<file path="src/rtl/counter_cmd_driver_pkg.sv">
// Shared types and default sizes for the counter command driver and its reference model.
package counter_pkg;

  typedef enum logic [1:0] {
    OP_LOAD = 2'd0,
    OP_UP   = 2'd1,
    OP_DOWN = 2'd2,
    OP_HOLD = 2'd3
  } cmd_op_e;

  typedef enum logic [1:0] {
    IDLE   = 2'd0,
    LDST   = 2'd1,
    RUN    = 2'd2,
    HOLDST = 2'd3
  } drv_state_e;

  localparam int DEF_WIDTH = 4;
  localparam int DEF_LEN_W = 8;
  localparam int DEF_ERR_W = 8;

endpackage

</file>
<file path="src/rtl/counter_cmd_driver_if.sv">
// Command handshake between a command source (master) and the counter driver (slave).
interface counter_cmd_driver_if
  import counter_pkg::*;
#(
  parameter int WIDTH = DEF_WIDTH,
  parameter int LEN_W = DEF_LEN_W
);
  logic             cmd_valid;
  logic             cmd_ready;
  cmd_op_e          cmd_op;
  logic [WIDTH-1:0] cmd_value;
  logic [LEN_W-1:0] cmd_len;
  logic             busy;
  logic             done;

  modport master (
    output cmd_valid, cmd_op, cmd_value, cmd_len,
    input  cmd_ready, busy, done
  );

  modport slave (
    input  cmd_valid, cmd_op, cmd_value, cmd_len,
    output cmd_ready, busy, done
  );
endinterface

</file>
<file path="src/rtl/counter_cmd_driver_ref_model.sv">
// Cycle-accurate model of the loadable up/down counter plus mismatch capture.
module counter_ref_model
  import counter_pkg::*;
#(
  parameter int WIDTH = DEF_WIDTH,
  parameter int ERR_W = DEF_ERR_W
) (
  input  logic             clk,
  input  logic             rst,
  input  logic             load,
  input  logic [WIDTH-1:0] data_in,
  input  logic             up_down,
  input  logic [WIDTH-1:0] data_out,
  input  logic             clr_err,
  output logic [WIDTH-1:0] exp_val,
  output logic             err,
  output logic [ERR_W-1:0] err_cnt,
  output logic [WIDTH-1:0] err_exp,
  output logic [WIDTH-1:0] err_got
);
  localparam logic [WIDTH-1:0] ONE     = WIDTH'(1);
  localparam logic [ERR_W-1:0] ERR_MAX = '1;

  logic [WIDTH-1:0] r_exp;
  logic             r_exp_valid;
  logic             r_err;
  logic [ERR_W-1:0] r_err_cnt;
  logic [WIDTH-1:0] r_err_exp;
  logic [WIDTH-1:0] r_err_got;

  logic             w_mismatch;
  logic [ERR_W-1:0] w_cnt_base;

  // Counter contents are unknown until the first load after reset.
  assign w_mismatch = r_exp_valid && (data_out != r_exp);
  // A clear in the same cycle as a mismatch makes it a fresh first error.
  assign w_cnt_base = clr_err ? '0 : r_err_cnt;

  always_ff @(posedge clk or negedge rst) begin
    if (!rst) begin
      r_exp       <= '0;
      r_exp_valid <= 1'b0;
      r_err       <= 1'b0;
      r_err_cnt   <= '0;
      r_err_exp   <= '0;
      r_err_got   <= '0;
    end else begin
      r_exp       <= load ? data_in : (up_down ? r_exp + ONE : r_exp - ONE);
      r_exp_valid <= r_exp_valid | load;
      if (clr_err) begin
        r_err     <= 1'b0;
        r_err_cnt <= '0;
        r_err_exp <= '0;
        r_err_got <= '0;
      end
      if (w_mismatch) begin
        r_err     <= 1'b1;
        r_err_cnt <= (w_cnt_base == ERR_MAX) ? ERR_MAX : w_cnt_base + 1'b1;
        if (clr_err || !r_err) begin
          r_err_exp <= r_exp;
          r_err_got <= data_out;
        end
      end
    end
  end

  assign exp_val = r_exp;
  assign err     = r_err;
  assign err_cnt = r_err_cnt;
  assign err_exp = r_err_exp;
  assign err_got = r_err_got;
endmodule

</file>
<file path="src/rtl/counter_cmd_driver.sv">
// Command-driven stimulus source and checker for the loadable up/down counter.
module counter_cmd_driver
  import counter_pkg::*;
#(
  parameter int WIDTH = DEF_WIDTH,
  parameter int LEN_W = DEF_LEN_W,
  parameter int ERR_W = DEF_ERR_W
) (
  input  logic                 clk,
  input  logic                 rst,
  counter_cmd_driver_if.slave  cmd,
  output logic                 load,
  output logic [WIDTH-1:0]     data_in,
  output logic                 up_down,
  input  logic [WIDTH-1:0]     data_out,
  input  logic                 clr_err,
  output logic                 err,
  output logic [ERR_W-1:0]     err_cnt,
  output logic [WIDTH-1:0]     err_exp,
  output logic [WIDTH-1:0]     err_got
);
  drv_state_e       r_state;
  logic [LEN_W-1:0] r_rem;
  logic             r_dir;
  logic [WIDTH-1:0] r_val;
  logic             r_done;

  logic [WIDTH-1:0] w_exp;

  always_ff @(posedge clk or negedge rst) begin
    if (!rst) begin
      r_state <= IDLE;
      r_rem   <= '0;
      r_dir   <= 1'b0;
      r_val   <= '0;
      r_done  <= 1'b0;
    end else begin
      r_done <= 1'b0;
      case (r_state)
        IDLE: begin
          if (cmd.cmd_valid) begin
            case (cmd.cmd_op)
              OP_LOAD: begin
                r_val   <= cmd.cmd_value;
                r_state <= LDST;
              end
              OP_UP, OP_DOWN: begin
                if (cmd.cmd_len == '0) begin
                  r_done <= 1'b1;
                end else begin
                  r_dir   <= (cmd.cmd_op == OP_UP);
                  r_rem   <= cmd.cmd_len;
                  r_state <= RUN;
                end
              end
              default: begin
                if (cmd.cmd_len == '0) begin
                  r_done <= 1'b1;
                end else begin
                  r_rem   <= cmd.cmd_len;
                  r_state <= HOLDST;
                end
              end
            endcase
          end
        end
        LDST: begin
          r_state <= IDLE;
          r_done  <= 1'b1;
        end
        default: begin
          // RUN and HOLDST both last exactly the captured length.
          r_rem <= r_rem - 1'b1;
          if (r_rem == LEN_W'(1)) begin
            r_state <= IDLE;
            r_done  <= 1'b1;
          end
        end
      endcase
    end
  end

  // Counter pins come from state only; reset forces them low.
  assign load    = rst && (r_state != RUN);
  assign data_in = !rst ? '0 : ((r_state == LDST) ? r_val : w_exp);
  assign up_down = rst && (r_state == RUN) && r_dir;

  assign cmd.cmd_ready = (r_state == IDLE);
  assign cmd.busy      = (r_state != IDLE);
  assign cmd.done      = r_done;

  counter_ref_model #(
    .WIDTH (WIDTH),
    .ERR_W (ERR_W)
  ) u_ref (
    .clk      (clk),
    .rst      (rst),
    .load     (load),
    .data_in  (data_in),
    .up_down  (up_down),
    .data_out (data_out),
    .clr_err  (clr_err),
    .exp_val  (w_exp),
    .err      (err),
    .err_cnt  (err_cnt),
    .err_exp  (err_exp),
    .err_got  (err_got)
  );
endmodule

</file>
<file path="src/flat_wrapper.sv">
// flat-port wrapper written by rule: the top's interface ports become plain ports
module counter_cmd_driver_flat import counter_pkg::*;
#(
  parameter int WIDTH = DEF_WIDTH,
  parameter int LEN_W = DEF_LEN_W,
  parameter int ERR_W = DEF_ERR_W
)
  (clk, rst, load, data_in, up_down, data_out, clr_err, err, err_cnt, err_exp, err_got, cmd_cmd_valid, cmd_cmd_op, cmd_cmd_value, cmd_cmd_len, cmd_cmd_ready, cmd_busy, cmd_done);
  counter_cmd_driver_if #(.WIDTH(WIDTH), .LEN_W(LEN_W)) cmd_i ();
  input  logic clk;
  input  logic rst;
  output logic load;
  output logic [WIDTH-1:0] data_in;
  output logic up_down;
  input  logic [WIDTH-1:0] data_out;
  input  logic clr_err;
  output logic err;
  output logic [ERR_W-1:0] err_cnt;
  output logic [WIDTH-1:0] err_exp;
  output logic [WIDTH-1:0] err_got;
  input wire logic [$bits(cmd_i.cmd_valid)-1:0] cmd_cmd_valid;
  input wire logic [$bits(cmd_i.cmd_op)-1:0] cmd_cmd_op;
  input wire logic [$bits(cmd_i.cmd_value)-1:0] cmd_cmd_value;
  input wire logic [$bits(cmd_i.cmd_len)-1:0] cmd_cmd_len;
  output wire logic [$bits(cmd_i.cmd_ready)-1:0] cmd_cmd_ready;
  output wire logic [$bits(cmd_i.busy)-1:0] cmd_busy;
  output wire logic [$bits(cmd_i.done)-1:0] cmd_done;
  assign cmd_i.cmd_valid = cmd_cmd_valid;
  assign cmd_i.cmd_op = cmd_cmd_op;
  assign cmd_i.cmd_value = cmd_cmd_value;
  assign cmd_i.cmd_len = cmd_cmd_len;
  assign cmd_cmd_ready = cmd_i.cmd_ready;
  assign cmd_busy = cmd_i.busy;
  assign cmd_done = cmd_i.done;
  counter_cmd_driver #(.WIDTH(WIDTH), .LEN_W(LEN_W), .ERR_W(ERR_W)) u_core (.clk(clk), .rst(rst), .cmd(cmd_i), .load(load), .data_in(data_in), .up_down(up_down), .data_out(data_out), .clr_err(clr_err), .err(err), .err_cnt(err_cnt), .err_exp(err_exp), .err_got(err_got));
endmodule
</file>
<file path="config.mk">
export PLATFORM = sky130hd
export DESIGN_NAME = counter_cmd_driver_flat
export DESIGN_NICKNAME = d
export VERILOG_FILES = /design/src/rtl/counter_cmd_driver_pkg.sv /design/src/rtl/counter_cmd_driver_if.sv /design/src/rtl/counter_cmd_driver_ref_model.sv /design/src/rtl/counter_cmd_driver.sv /design/src/flat_wrapper.sv
export SDC_FILE = /design/constraint.sdc
export NUM_CORES = 1
export LEC_CHECK = 0
export ABC_AREA = 1
export CAP_MARGIN = 20
export CORE_MARGIN = 4
export CORE_UTILIZATION = 40
export CTS_BUF_LIST = sky130_fd_sc_hd__clkbuf_4 sky130_fd_sc_hd__clkbuf_8 sky130_fd_sc_hd__clkbuf_16
export CTS_CLUSTER_SIZE = 40
export DETAILED_ROUTE_END_ITERATION = 10
export PLACE_DENSITY = 0.74
export SLEW_MARGIN = 20
export SYNTH_ARGS = -nofsm -noshare
export SYNTH_HDL_FRONTEND = slang
export SYNTH_SLANG_ARGS = --single-unit
</file>
<file path="constraint.sdc">
create_clock -name clk -period 1.8 [get_ports clk]
set_input_delay 0.36 -clock clk [delete_from_list [all_inputs] [get_ports clk]]
set_output_delay 0.36 -clock clk [all_outputs]
set_load 0.005 [all_outputs]
</file>
==> metrics <==
run status completed; Final Hold Fails 0; Synth Warn # 0; CTS Buf Count 5; setup slack at placement -198.2 ps; Clock transition at path regs about 80 ps; Post-Syn Nets ~400; Initial Util between 40 and 50%; most frequent cell after synthesis nand2_1; most frequent CP cell nand2_1; leakage power approximately 1.9 nW; pins over their slew limit 0; Syn Inst Count 373; Final Util roughly 58%; vias in the first global route between 2000 and 2500; Ant. Diodes 0; clk buf depth 2; GRT Overall Usage around 17%; Critical-path top delay cell dfrtp_1; Finished Cell Area around 3500 µm²; first-pass detailed-route iteration total 4; number of synthesized flops with an enable pin 0; clk sink count 38; CTS tree yes; Max FO, Critical Path 5; Cell Area, Placed between 3000 and 4000 µm²; Nets between 400 and 500; critical path launch point type flop; Synth cell types 25; die area 7547 µm²; layout cells sized above 1 between 15 and 20%; Slew HR between 70% and 80%; vias per inst between 4 and 5; critical path required time just under 2000 ps; area grow syn2layout 40.37%; worst setup margin about 80 ps; top cells by count, synth 154 x nand2_1, 48 x inv_1, 38 x dfrtp_1, 38 x nor2_1, 25 x nand3_1; Final setup violation count 0; routability congestion estimate 0.8657; max incr delay on CP 360 ps; Synth area leader dfrtp_1; Final Skew ~11 ps; largest net degree at the start of global routing 29; dominant synthesized flop cell dfrtp_1; clk_lat worst skew a little under 300 ps; total wire length 6125 µm; Max IR drop VDD 0.5707 mV; H-tree levels 2; # Max-Cap Violations 0; CTS root buffer clkbuf_8; pwr dens 1343 nW/µm²; Tcrit/Tclk final 95.51%; sequential area share after synthesis a little under two fifths; 1st-iter DRT viols 82; grt total ovfl 0; # rows 28; post-DR wirelength/cell around 11 µm; Avg Inst Size Synth roughly 6.7 µm²; io pins 48; Synth area leaders dfrtp_1 38%, nand2_1 23%, inv_1 7.2%; drt drc 0; type of the tightest min-delay check input port to async pin; Routed Antenna Nets 0; crit end category flop; fmax 581.7 MHz; share of the synthesized area in the top cell type between 30% and 40%; initial antenna violation count 0; FFs w/ async S/R, synth 100.0%; critical path type flop to flop; die height a little under 90 µm; hpwl dp about 4600 µm; Tmin final around 1700 ps; first-pass GRT wire length about 11000 µm; core area around 6000 µm²; arrival time at the worst endpoint between 1500 and 2000 ps; Die Width slightly below 90 µm; vias between 2000 and 3000; Worst-Margin Slew approximately 370 ps; Synth Cell Area 2489 µm²; Seq cells post-synth 38; IO buf count 47; crit-path cells inv_2, buf_4, nor2_4, nand3_2, buf_6, ha_4, nand2_1, inv_1, nand2_1, nand3_1, nand3_1, nand2_1, nand2_1, nand2_1
==> cell families (layout without fill, tap and decap cells) <==
group,count (synthesis),count (layout),synth area share [%]
muxes,4,4,1.810
AOI/OAI and AO/OA,30,30,6.737
adders and majority gates,8,8,4.324
buffers and inverters,57,142,9.602
DFF,38,38,38.21
and+or+nand+nor,232,232,37.91
xor gates and xnor gates,4,4,1.408
==> routing by layer <==
layer	wire length, µm	global-route usage (%)	vias up	share of wire (%)
met5	0	0	-	0
met4	91	5.666	0	1.5
met3	316	3.690	10	5.2
met2	3017	30.30	61	49
met1	2700	20.77	1171	44
li1	-	-	1321	-
==> flip-flops by register name, summed over array words and instances, names as in the netlist <==
register	cells
u_core.u_ref.r_exp_valid	1
u_core.u_ref.err	1
u_core.u_ref.err_cnt	8
u_core.cmd.done	1
u_core.r_dir	1
u_core.u_ref.err_got	4
u_core.r_val	4
u_core.r_rem	8
u_core.r_state	2
u_core.u_ref.exp_val	4
u_core.u_ref.err_exp	4
==> stage by stage <==
stage | TNS, ps | hold WS [ps] | power (mW) | cells
after detailed placement | -2134 | 209.9 | 3.673 | 519
after CTS | 0 | 97.85 | 4.668 | 530
after global routing | -4.218 | 121.7 | 5.125 | 533
after global placement | -1585 | 209.9 | 3.604 | 519
final | 0 | 112.2 | 4.693 | 533
after floorplan | 0 | 64.41 | 2.764 | 373
==> where the power goes <==
group          switching, mW  internal [mW]
Sequential             0.251           1.18
Combinational           1.25           1.11
Clock                  0.312          0.591
Total                   1.81           2.88
==> worst max-delay path, delay by kind of cell (launching register included) <==
| family | cells | cell delay, ps |
|---|---|---|
| simple gates | 9 | 600 |
| buf+inv | 4 | 410 |
| flops | 1 | 360 |
| fa+ha+maj | 1 | 250 |
==> final timing paths <==
check / slack, ps / from / end / depth (start not counted)
setup / recovery: 80 / u_core.r_state[1] / u_core.u_ref.exp_val[3] / 14
hold / removal: 110 / rst / u_core.u_ref.exp_val[0] / 2
setup reg to reg: 80 / u_core.r_state[1] / u_core.u_ref.exp_val[3] / 14
hold reg to reg: 510 / u_core.r_val[3] / u_core.r_val[3] / 1
max in group asynchronous: 1150 / rst / u_core.r_val[0] / 2
min in group clk: 450 / rst / u_core.u_ref.exp_val[2] / 3
==> placed cells by master (no fill, tap or decap), types with 4 or more instances in the layout <==
cell type,n
dfrtp_1,37
o21ai_0,17
nand4_1,6
mux2_2,4
clkbuf_2,4
buf_4,33
nand2_2,5
ha_1,5
nand3_1,23
nor2_2,5
xor2_1,4
inv_1,47
a21oi_1,6
nor2_1,34
dlygate4sd2_1,4
clkbuf_8,6
nand2_1,152
clkdlybuf4s50_1,38
==> cell type report <==
type / instances / area, µm²
Timing Repair Buffer: 84 / 749.5
Fill cell: 552 / 2497
Multi-Input combinational cell: 278 / 1368
Inverter: 50 / 187.7
Tap cell: 75 / 93.84
Sequential cell: 38 / 952.2
Clock inverter: 2 / 60.06
Clock buffer: 6 / 82.58
==> timing repair <==
item,4_1_cts,5_1_grt
endpoints found under the setup margin,10,9
cloned,0,0
pin swaps,1,3
resized for setup,20,15
hold buffers,1,0
endpoints found under the hold margin,1,0
setup buffers,2,3
(Power assumes the default switching activity.)
